`src/rtl/mulcount_pkg.sv`:
```
// Shared definitions for the multiply-and-popcount coprocessor:
// register offsets, CTRL/STATUS bit positions, FSM states and popcount helper.
package mulcount_pkg;

  localparam logic [15:0] OFF_A1   = 16'h0000;
  localparam logic [15:0] OFF_A2   = 16'h0008;
  localparam logic [15:0] OFF_W    = 16'h0010;
  localparam logic [15:0] OFF_L    = 16'h0018;
  localparam logic [15:0] OFF_CTRL = 16'h0020;

  localparam int CTRL_START  = 0;
  localparam int CTRL_SIGNED = 1;
  localparam int CTRL_IRQEN  = 2;

  localparam int ST_VALID  = 0;
  localparam int ST_READY  = 1;
  localparam int ST_BUSY   = 2;
  localparam int ST_ERR    = 3;
  localparam int ST_IRQ    = 4;
  localparam int ST_SIGNED = 5;
  localparam int ST_IRQEN  = 6;

  typedef enum logic [1:0] {
    S_IDLE  = 2'd0,
    S_MULT  = 2'd1,
    S_COUNT = 2'd2,
    S_DONE  = 2'd3
  } state_t;

  function automatic logic [5:0] popcount32(input logic [31:0] v);
    logic [5:0] n;
    n = '0;
    for (int i = 0; i < 32; i++) n = n + {5'd0, v[i]};
    return n;
  endfunction

endpackage

```
`src/rtl/mulcount_seqmul.sv`:
```
// Unsigned shift-add multiplier: one multiplier bit per cycle, OP_WIDTH cycles.
// o_done is high during the cycle whose closing edge performs the final step.
module mulcount_seqmul #(
  parameter int OP_WIDTH = 24
) (
  input  logic                  clk,
  input  logic                  reset,
  input  logic                  i_start,
  input  logic [OP_WIDTH-1:0]   i_a,
  input  logic [OP_WIDTH-1:0]   i_b,
  output logic                  o_done,
  output logic [2*OP_WIDTH-1:0] o_prod
);

  localparam int P  = 2 * OP_WIDTH;
  localparam int CW = $clog2(OP_WIDTH + 1);
  localparam logic [CW-1:0] CNT_INIT = CW'(OP_WIDTH);
  localparam logic [CW-1:0] CNT_LAST = CW'(1);

  logic [P-1:0]        r_mcand;
  logic [OP_WIDTH-1:0] r_mplier;
  logic [P-1:0]        r_acc;
  logic [CW-1:0]       r_cnt;
  logic                r_busy;

  always_ff @(posedge clk) begin
    if (reset) begin
      r_mcand  <= '0;
      r_mplier <= '0;
      r_acc    <= '0;
      r_cnt    <= '0;
      r_busy   <= 1'b0;
    end else if (i_start) begin
      r_mcand  <= {{OP_WIDTH{1'b0}}, i_a};
      r_mplier <= i_b;
      r_acc    <= '0;
      r_cnt    <= CNT_INIT;
      r_busy   <= 1'b1;
    end else if (r_busy) begin
      if (r_mplier[0]) r_acc <= r_acc + r_mcand;
      r_mcand  <= r_mcand << 1;
      r_mplier <= r_mplier >> 1;
      r_cnt    <= r_cnt - CNT_LAST;
      if (r_cnt == CNT_LAST) r_busy <= 1'b0;
    end
  end

  assign o_done = r_busy && (r_cnt == CNT_LAST);
  assign o_prod = r_acc;

endmodule

```
`src/rtl/gpio_mulcount_engine.sv`:
```
// Bus-mapped multiply-and-popcount coprocessor with signed mode, busy/err
// tracking, level interrupt and a completed-operation counter on gpio_out.
//
// state   | meaning
// S_IDLE  | waiting for start; ready reflects last result
// S_MULT  | shift-add multiplier running (OP_WIDTH cycles)
// S_COUNT | sign fix-up, range check and popcount into staging regs
// S_DONE  | commit W/L/valid, bump counter, raise irq if enabled
module gpio_mulcount_engine
  import mulcount_pkg::*;
#(
  parameter int          OP_WIDTH  = 24,
  parameter int          RES_WIDTH = 32,
  parameter int          CNT_WIDTH = 16,
  parameter logic [15:0] BASE_ADDR = 16'h0380
) (
  input  logic        clk,
  input  logic        reset,
  input  logic [15:0] saddress,
  input  logic        srd,
  input  logic        swr,
  input  logic [31:0] sdata_in,
  output logic [31:0] sdata_out,
  output logic [31:0] gpio_out,
  output logic        irq
);

  localparam int P = 2 * OP_WIDTH;
  localparam logic [15:0] ADDR_A1   = BASE_ADDR + OFF_A1;
  localparam logic [15:0] ADDR_A2   = BASE_ADDR + OFF_A2;
  localparam logic [15:0] ADDR_W    = BASE_ADDR + OFF_W;
  localparam logic [15:0] ADDR_L    = BASE_ADDR + OFF_L;
  localparam logic [15:0] ADDR_CTRL = BASE_ADDR + OFF_CTRL;

  state_t r_state, w_state_nxt;

  logic [OP_WIDTH-1:0]  r_a1, r_a2;
  logic [31:0]          r_w, r_w_nxt;
  logic [5:0]           r_l, r_l_nxt;
  logic                 r_valid, r_valid_nxt;
  logic                 r_ready, r_err, r_irq_pending;
  logic                 r_signed_mode, r_irq_en;
  logic                 r_op_signed, r_neg;
  logic [CNT_WIDTH-1:0] r_count;
  logic [31:0]          r_sdata_out;

  logic                 w_wr_a1, w_wr_a2, w_wr_ctrl, w_rd_status;
  logic                 w_busy, w_start_req, w_accept, w_sm_new;
  logic [OP_WIDTH-1:0]  w_mag_a, w_mag_b;
  logic                 w_mul_done;
  logic [P-1:0]         w_prod, w_res, w_ushift;
  logic signed [P-1:0]  w_sres, w_sext;
  logic                 w_fits;
  logic [31:0]          w_w32, w_status, w_rdata;

  assign w_wr_a1     = swr && (saddress == ADDR_A1);
  assign w_wr_a2     = swr && (saddress == ADDR_A2);
  assign w_wr_ctrl   = swr && (saddress == ADDR_CTRL);
  assign w_rd_status = srd && (saddress == ADDR_CTRL);
  assign w_busy      = (r_state != S_IDLE);
  assign w_start_req = w_wr_ctrl && sdata_in[CTRL_START];
  assign w_accept    = w_start_req && !w_busy;
  // The start write also carries the mode bit, so the snapshot uses it directly.
  assign w_sm_new    = sdata_in[CTRL_SIGNED];

  assign w_mag_a = (w_sm_new && r_a1[OP_WIDTH-1]) ? (~r_a1 + 1'b1) : r_a1;
  assign w_mag_b = (w_sm_new && r_a2[OP_WIDTH-1]) ? (~r_a2 + 1'b1) : r_a2;

  mulcount_seqmul #(.OP_WIDTH(OP_WIDTH)) u_seqmul (
    .clk     (clk),
    .reset   (reset),
    .i_start (w_accept),
    .i_a     (w_mag_a),
    .i_b     (w_mag_b),
    .o_done  (w_mul_done),
    .o_prod  (w_prod)
  );

  assign w_res    = r_neg ? (~w_prod + 1'b1) : w_prod;
  assign w_sres   = w_res;
  assign w_sext   = w_sres >>> (RES_WIDTH - 1);
  assign w_ushift = w_res >> RES_WIDTH;
  assign w_fits   = r_op_signed ? ((w_sext == '0) || (w_sext == '1)) : (w_ushift == '0);
  assign w_w32    = 32'(w_res[RES_WIDTH-1:0]);

  always_comb begin
    w_state_nxt = r_state;
    case (r_state)
      S_IDLE:  if (w_accept) w_state_nxt = S_MULT;
      S_MULT:  if (w_mul_done) w_state_nxt = S_COUNT;
      S_COUNT: w_state_nxt = S_DONE;
      S_DONE:  w_state_nxt = S_IDLE;
      default: w_state_nxt = S_IDLE;
    endcase
  end

  always_ff @(posedge clk) begin
    if (reset) r_state <= S_IDLE;
    else       r_state <= w_state_nxt;
  end

  always_ff @(posedge clk) begin
    if (reset) begin
      r_a1          <= '0;
      r_a2          <= '0;
      r_w           <= '0;
      r_l           <= '0;
      r_valid       <= 1'b1;
      r_w_nxt       <= '0;
      r_l_nxt       <= '0;
      r_valid_nxt   <= 1'b1;
      r_ready       <= 1'b1;
      r_err         <= 1'b0;
      r_irq_pending <= 1'b0;
      r_signed_mode <= 1'b0;
      r_irq_en      <= 1'b0;
      r_op_signed   <= 1'b0;
      r_neg         <= 1'b0;
      r_count       <= '0;
    end else begin
      if (w_wr_a1) r_a1 <= sdata_in[OP_WIDTH-1:0];
      if (w_wr_a2) r_a2 <= sdata_in[OP_WIDTH-1:0];
      if (w_wr_ctrl) begin
        r_signed_mode <= sdata_in[CTRL_SIGNED];
        r_irq_en      <= sdata_in[CTRL_IRQEN];
      end
      if (w_accept) begin
        r_op_signed <= w_sm_new;
        r_neg       <= w_sm_new && (r_a1[OP_WIDTH-1] ^ r_a2[OP_WIDTH-1]);
        r_ready     <= 1'b0;
        r_valid     <= 1'b0;
      end
      // Later assignments win: a same-edge error or completion beats read-clear.
      if (w_rd_status) begin
        r_err         <= 1'b0;
        r_irq_pending <= 1'b0;
      end
      if (w_start_req && w_busy) r_err <= 1'b1;
      if (r_state == S_COUNT) begin
        r_w_nxt     <= w_w32;
        r_l_nxt     <= popcount32(w_w32);
        r_valid_nxt <= w_fits;
      end
      if (r_state == S_DONE) begin
        r_w     <= r_w_nxt;
        r_l     <= r_l_nxt;
        r_valid <= r_valid_nxt;
        r_ready <= 1'b1;
        r_count <= r_count + 1'b1;
        if (r_irq_en) r_irq_pending <= 1'b1;
      end
    end
  end

  always_comb begin
    w_status            = '0;
    w_status[ST_VALID]  = r_valid;
    w_status[ST_READY]  = r_ready;
    w_status[ST_BUSY]   = w_busy;
    w_status[ST_ERR]    = r_err;
    w_status[ST_IRQ]    = r_irq_pending;
    w_status[ST_SIGNED] = r_signed_mode;
    w_status[ST_IRQEN]  = r_irq_en;
  end

  always_comb begin
    w_rdata = '0;
    case (saddress)
      ADDR_A1:   w_rdata = 32'(r_a1);
      ADDR_A2:   w_rdata = 32'(r_a2);
      ADDR_W:    w_rdata = r_w;
      ADDR_L:    w_rdata = 32'(r_l);
      ADDR_CTRL: w_rdata = w_status;
      default:   w_rdata = '0;
    endcase
  end

  always_ff @(posedge clk) begin
    if (reset)    r_sdata_out <= '0;
    else if (srd) r_sdata_out <= w_rdata;
  end

  assign sdata_out = r_sdata_out;
  assign gpio_out  = 32'(r_count);
  assign irq       = r_irq_pending;

endmodule

```
`config.mk`:
```
export PLATFORM = sky130hd
export DESIGN_NAME = gpio_mulcount_engine
export DESIGN_NICKNAME = d
export VERILOG_FILES = /design/src/rtl/mulcount_pkg.sv /design/src/rtl/mulcount_seqmul.sv /design/src/rtl/gpio_mulcount_engine.sv
export SDC_FILE = /design/constraint.sdc
export NUM_CORES = 1
export LEC_CHECK = 0
export BUFFER_PORTS_ARGS = -buffer_cell sky130_fd_sc_hd__buf_2
export CORE_MARGIN = 4
export CORE_UTILIZATION = 30
export CTS_BUF_LIST = sky130_fd_sc_hd__clkbuf_4
export DETAILED_ROUTE_END_ITERATION = 6
export GPL_ROUTABILITY_DRIVEN = 0
export PLACE_DENSITY_LB_ADDON = 0.3
export SLEW_MARGIN = 5
export SYNTH_ARGS = -nofsm -noshare
export SYNTH_HDL_FRONTEND = slang
export SYNTH_SLANG_ARGS = --single-unit
```
`constraint.sdc`:
```
create_clock -name clk -period 18.4 [get_ports clk]
set_input_delay 4.6 -clock clk [delete_from_list [all_inputs] [get_ports clk]]
set_output_delay 4.6 -clock clk [all_outputs]
set_load 0.05 [all_outputs]
```
Word-level counts from Yosys, hierarchy flattened. Index checks and enable logic that the tools add are counted.

Output and inout port bits: 65. Bits of input ports: 52. Logic and storage cells: 126. Register bits after elaboration: 309.

Add/sub/neg operators: 37. Muxes and demuxes: 24. Reduce and logical (&&, ||, !) cells: 24. Eq/ne operators: 12. Bitwise logic cells: 4.

Operators with widths (number): $pmux 32 s5 (1); $add 6x1->6 (26); $mux 24 (6); $logic_not 48->1 (2); $eq 16x10->1 const B (5); $add 24x1->24 const B (2); $add 48x1->48 const B (1); $add 48x48->48 (1); $eq 48x48->1 const B (1); $mux 48 (1); $not 24->24 (2); $not 48->48 (1); $add 16x1->16 const B (1); $logic_and 1x1->1 (11); $mux 1 (11); $mux 5 (2); $pmux 2 s4 (1); $reduce_bool 2->1 (4); $add 5x1->6 (1); $add 4x1->5 (1); $eq 5x1->1 const B (1); $sub 5x1->5 const B (1); $add 3x1->4 (1); $eq 2x2->1 const B (2); 11 further kinds (15).

Depth between registers and ports, before layout.
Word-level depth: 34. Gate-level depth with buffers: 21. Gate-level depth less buffers: 21.

Cells and area by module. A second synthesis with hierarchy kept.

Cell total of the unflattened synthesis: 2237. Area, all modules: 18076.1 µm².

Modules (own cells, without submodules): gpio_mulcount_engine (sequential area each 3663.5 µm², cells each 1271, instances 1, area an instance 10324.9 µm²); mulcount_seqmul (sequential area each 2522.4 µm², cells each 966, instances 1, area an instance 7751.2 µm²).

Worst setup path before layout. No wires, ideal clock.

Path kind: input port to flip-flop. Start point: in saddress[11]. End point: reg u_seqmul.r_acc[10] (netlist: u_seqmul.o_prod[10]). Stages: 11. Slack: 11.163 ns. Path buffers: 3. Required time: 18.272 ns. Setup time: 0.128 ns. Arrival: 7.109 ns. Cells stage by stage: or4b_1 -> nor4_1 -> nand4_1 -> nor3_1 -> and3_1 -> clkbuf_1 -> nand3_1 -> nand2_1 -> clkbuf_1 -> buf_1 -> nor2_1.

Word-level cells in the longest chain between the ends: 5.

Ends and longest elaborated chain: from (decl) (RTL line gpio_mulcount_engine.sv:19) `input logic [15:0] saddress,`; $eq 16x10->1 (RTL line gpio_mulcount_engine.sv:58) `assign w_wr_ctrl = swr && (saddress == ADDR_CTRL);`; $logic_and 1x1->1 (RTL line gpio_mulcount_engine.sv:58); $logic_and 1x1->1 (RTL line gpio_mulcount_engine.sv:61) `assign w_start_req = w_wr_ctrl && sdata_in[CTRL_START];`; $logic_and 1x1->1 (RTL line gpio_mulcount_engine.sv:62) `assign w_accept = w_start_req && !w_busy;`; $reduce_or 2->1 (no line); to (signal assigned) (RTL line mulcount_seqmul.sv:40) `if (r_mplier[0]) r_acc <= r_acc + r_mcand;`; to (decl) (RTL line mulcount_seqmul.sv:22) `logic [P-1:0] r_acc;`.

Every way passes these cells. A chain may end at the register's enable or synchronous reset.

Worst setup path after layout.
Start point: in saddress[11]. End point: reg u_seqmul.r_acc[45] (netlist: u_seqmul.o_prod[45]).

The elaborated chain is that of the path after synthesis.

==> impl_results.md <==
* Outcome: completed
* Post-DRT Antenna Nets at 0
* Clk_lat worst skew at 830 ps
* Fmax at ~130 MHz
* R2R Setup Slk at around 11000 ps
* Async SR Flop Fraction at 0%
* Reg2Reg Depth at 19
* Row cnt at 88
* Reg-to-reg endpoint: r_l_nxt[4]
* Initial core utilization at 30.4%
* Vias per inst at between 5 and 6
* Register share of total power at 48.3%
* DR pass1 iterations at 6
* Iter 0 DRT Violations at 1000
* IO Port Bufs at 92
* Sw frac at 24.8%
* Core footprint at 57800 um2
* Final Net Count at 2310
* Period utilisation layout at 42.6%
* Vias in the first global route at 15100
* Layout cells sized above 1 at 12.7%
* Crit path capture: u_seqmul.o_prod[45]
* Reg-to-Reg Start: u_seqmul.o_prod[15]
* Slew Viols, Final at 0
* CP Data Required Time at 19100 ps
* Post-route cell area at 19700 um2
* Total CTS buffers at 88
* Critical path class: primary input to register
* Power Density at 70.5 nW/um2
* Die width at 250 um
* Arrival time worst endpoint at 8530 ps
* Worst min path class: register to register
* Leakage at just under 8 nW
* Clock skew at 56.1 ps
* CP Max Fanout at 49
* Syn Inst Count at approximately 2100
* CTS tree: yes
* Total gr overflow at 0
* Sequential share of the synthesized area at 35.2%
* Clock tree buffer depth at 3
* Clock sink count at 309
* Layout area overhead at 12.4%
* H-tree depth at 3
* Cell area after synthesis at 17600 um2
* Synth top area share at 35.2%
* Slew HR at 31.8%
* Combinational share of power at 3.2%
* Die area at about 62000 um2
* Area leader, netlist: dfxtp_1
* Antenna violations before repair at 1
* Fin crit period at 7830 ps
* Power share of the clock group at 48.4%
* Resized Gates After CTS at 0
* Total Wirelength at 48700 um
* Max_cap viols at 0
* Prevailing post-synth register cell: dfxtp_1
* Via count at 15300
* Least-Margin Pin Slew at 1020 ps
* Worst Setup SP: saddress[11]
* Io pins at 117
* Placed instance area at 18500 um2
* Synth cell types at 76
* Setup TNS at 0 ps
* Root Driver: clkbuf_4
* # DRC at 0
* GRT Util Overall at between 15 and 20%
* DR WL/cell at 16.2 um
* Type of origin of the critical path: primary input
* DP Wirelength at 34700 um
* Fin. Hold Viols at 0
* Post CTS Setup Buffer Count at 0
* Sw Pwr at between 0.0003 and 0.0004 W
* # hold bufs at CTS at 0
* Area contributors post-synth: dfxtp_1, mux2i_1, a21oi_1
* Yosys reg bits at 309
* Synth Warn # at 0
* Height of the die at 250 um
* First-pass GRT wire length at 79000 um
* Number of synthesized flops with an enable pin at 0
* Max IR drop VDD at ~0.000037 V
* Endpoints failing setup at 0
* Setup crit end kind: register
* Unrepaired setup endpoints after global routing: no
* Worst-path clk slew at around 70 ps
* P_int at 0.00105 W
* Avg Inst Size Synth at 8.32 um2
* Largest net degree at the start of global routing at 98
[Yosys cell counts, types with 4 or more instances]
master,number
nand4_1,12
o22ai_1,6
o21bai_1,9
or4_1,11
o41ai_1,9
nor4b_1,4
nor4_1,12
a211oi_1,92
nor3b_1,4
nor2_1,255
o31ai_1,26
or3_1,13
o211ai_1,6
nand2b_1,49
a31oi_1,8
buf_4,16
and3_1,11
or2_2,4
nor3_1,27
clkbuf_1,112
ha_1,64
nand3b_1,7
inv_1,54
nand2_1,210
mux2i_1,134
a222oi_1,17
nor2b_1,10
a21o_1,34
buf_1,23
and2_1,7
xor2_1,84
nand3_1,64
dfxtp_1,309
o21a_1,8
o21ai_0,62
xnor2_1,55
fa_1,25
a21oi_1,197
[metal layers]
metal  wire, um  global-route usage [%]  share of wire [%]  vias to the layer above
met4       1320                    5.66                2.7                        0
met5          0                       0                  0                        -
met1      22500                    20.0                 46                     7179
met2      22100                    24.9                 45                      390
met3       2700                    3.02                5.5                      104
li1           -                       -                  -                     7622
[power by group through the flow]
stage / Clock, W / Sequential [W] / Combinational, W
final: 0.000674 / 0.000672 / 0.0000451
after global routing: 0.000733 / 0.000672 / 0.0000488
after CTS: 0.000702 / 0.000672 / 0.0000451
after detailed placement: 0 / 0.000687 / 0.0000450
after global placement: 0 / 0.000687 / 0.0000444
after floorplan: 0 / 0.000689 / 0.0000308
[registers in the layout (all words and copies together), names as in the netlist, 2 cells and up]
name,count
u_seqmul.o_prod,48
u_seqmul.r_mcand,48
r_w,32
r_w_nxt,32
sdata_out,32
r_a1,24
r_a2,24
u_seqmul.r_mplier,24
r_count,16
r_l,6
r_l_nxt,6
u_seqmul.r_cnt,5
r_state,2
[area by class of cell]
class | instances | area (um2)
fillers | 5976 | 38100
multi-input cells | 1609 | 10600
flip-flops and latches | 309 | 6190
clock buffers | 136 | 1020
well taps | 765 | 957
repair buffers | 107 | 579
inverters | 54 | 203
clock inverters | 24 | 160
diodes | 1 | 2.50
[critical path, cell delays in order]
cell and delay (ps):
buf_2 90, or4b_1 500, nor4_1 190, nand4_1 270
nor3_1 250, and3_1 380, nand3_4 470, nand2_2 660
buf_4 540, nor3_1 100, and3_1 200, a211o_1 220
[layout by cell type, fill, tap and decap left out, types with 49 or more instances in the layout]
cell type,n
xor2_1,84
nand2_1,208
nand2b_1,49
clkbuf_4,136
dfxtp_1,307
a211oi_1,92
nand3_1,63
o21ai_0,62
a21oi_1,197
xnor2_1,55
buf_2,91
nor2_1,254
inv_1,54
mux2i_1,134
ha_1,62
[how the worst min path moves through the flow]
stage | from | end | slack (ps) | depth (start not counted)
6_report | r_valid_nxt | r_valid | 450 | 2
5_1_grt | sdata_out[14] | sdata_out[14] | 480 | 2
4_1_cts | r_valid_nxt | r_valid | 470 | 2
3_5_place_dp | r_op_signed | r_op_signed | 450 | 2
3_3_place_gp | r_op_signed | r_op_signed | 450 | 2
2_1_floorplan | r_valid | r_valid | 440 | 2
[cells by family (layout without fill, tap and decap cells)]
logic type	after synthesis	count (layout)	synth area share [%]
buf+inv	207	321	4.78
flops	309	309	35.2
fa+ha+maj	89	89	7.41
other cells	1	17	0.0214
simple gates	718	718	19.1
mux	137	137	7.83
xor+xnor	139	139	6.94
compound gates	510	510	18.7
[stage by stage]
stage          cells  utilization (%)  power, W  setup slack [ps]  hold WS, ps
3_5_place_dp    2844             32.1  0.000732              9700          451
2_1_floorplan   2125                -  0.000720             11160          436
5_1_grt         3005             34.1   0.00145             10140          482
6_report        3005             34.1   0.00139             10570          454
3_3_place_gp    2844             32.1  0.000732              9780          446
4_1_cts         3004             34.1   0.00142             10610          465
Note: power is estimated with default switching activity, not from simulation.
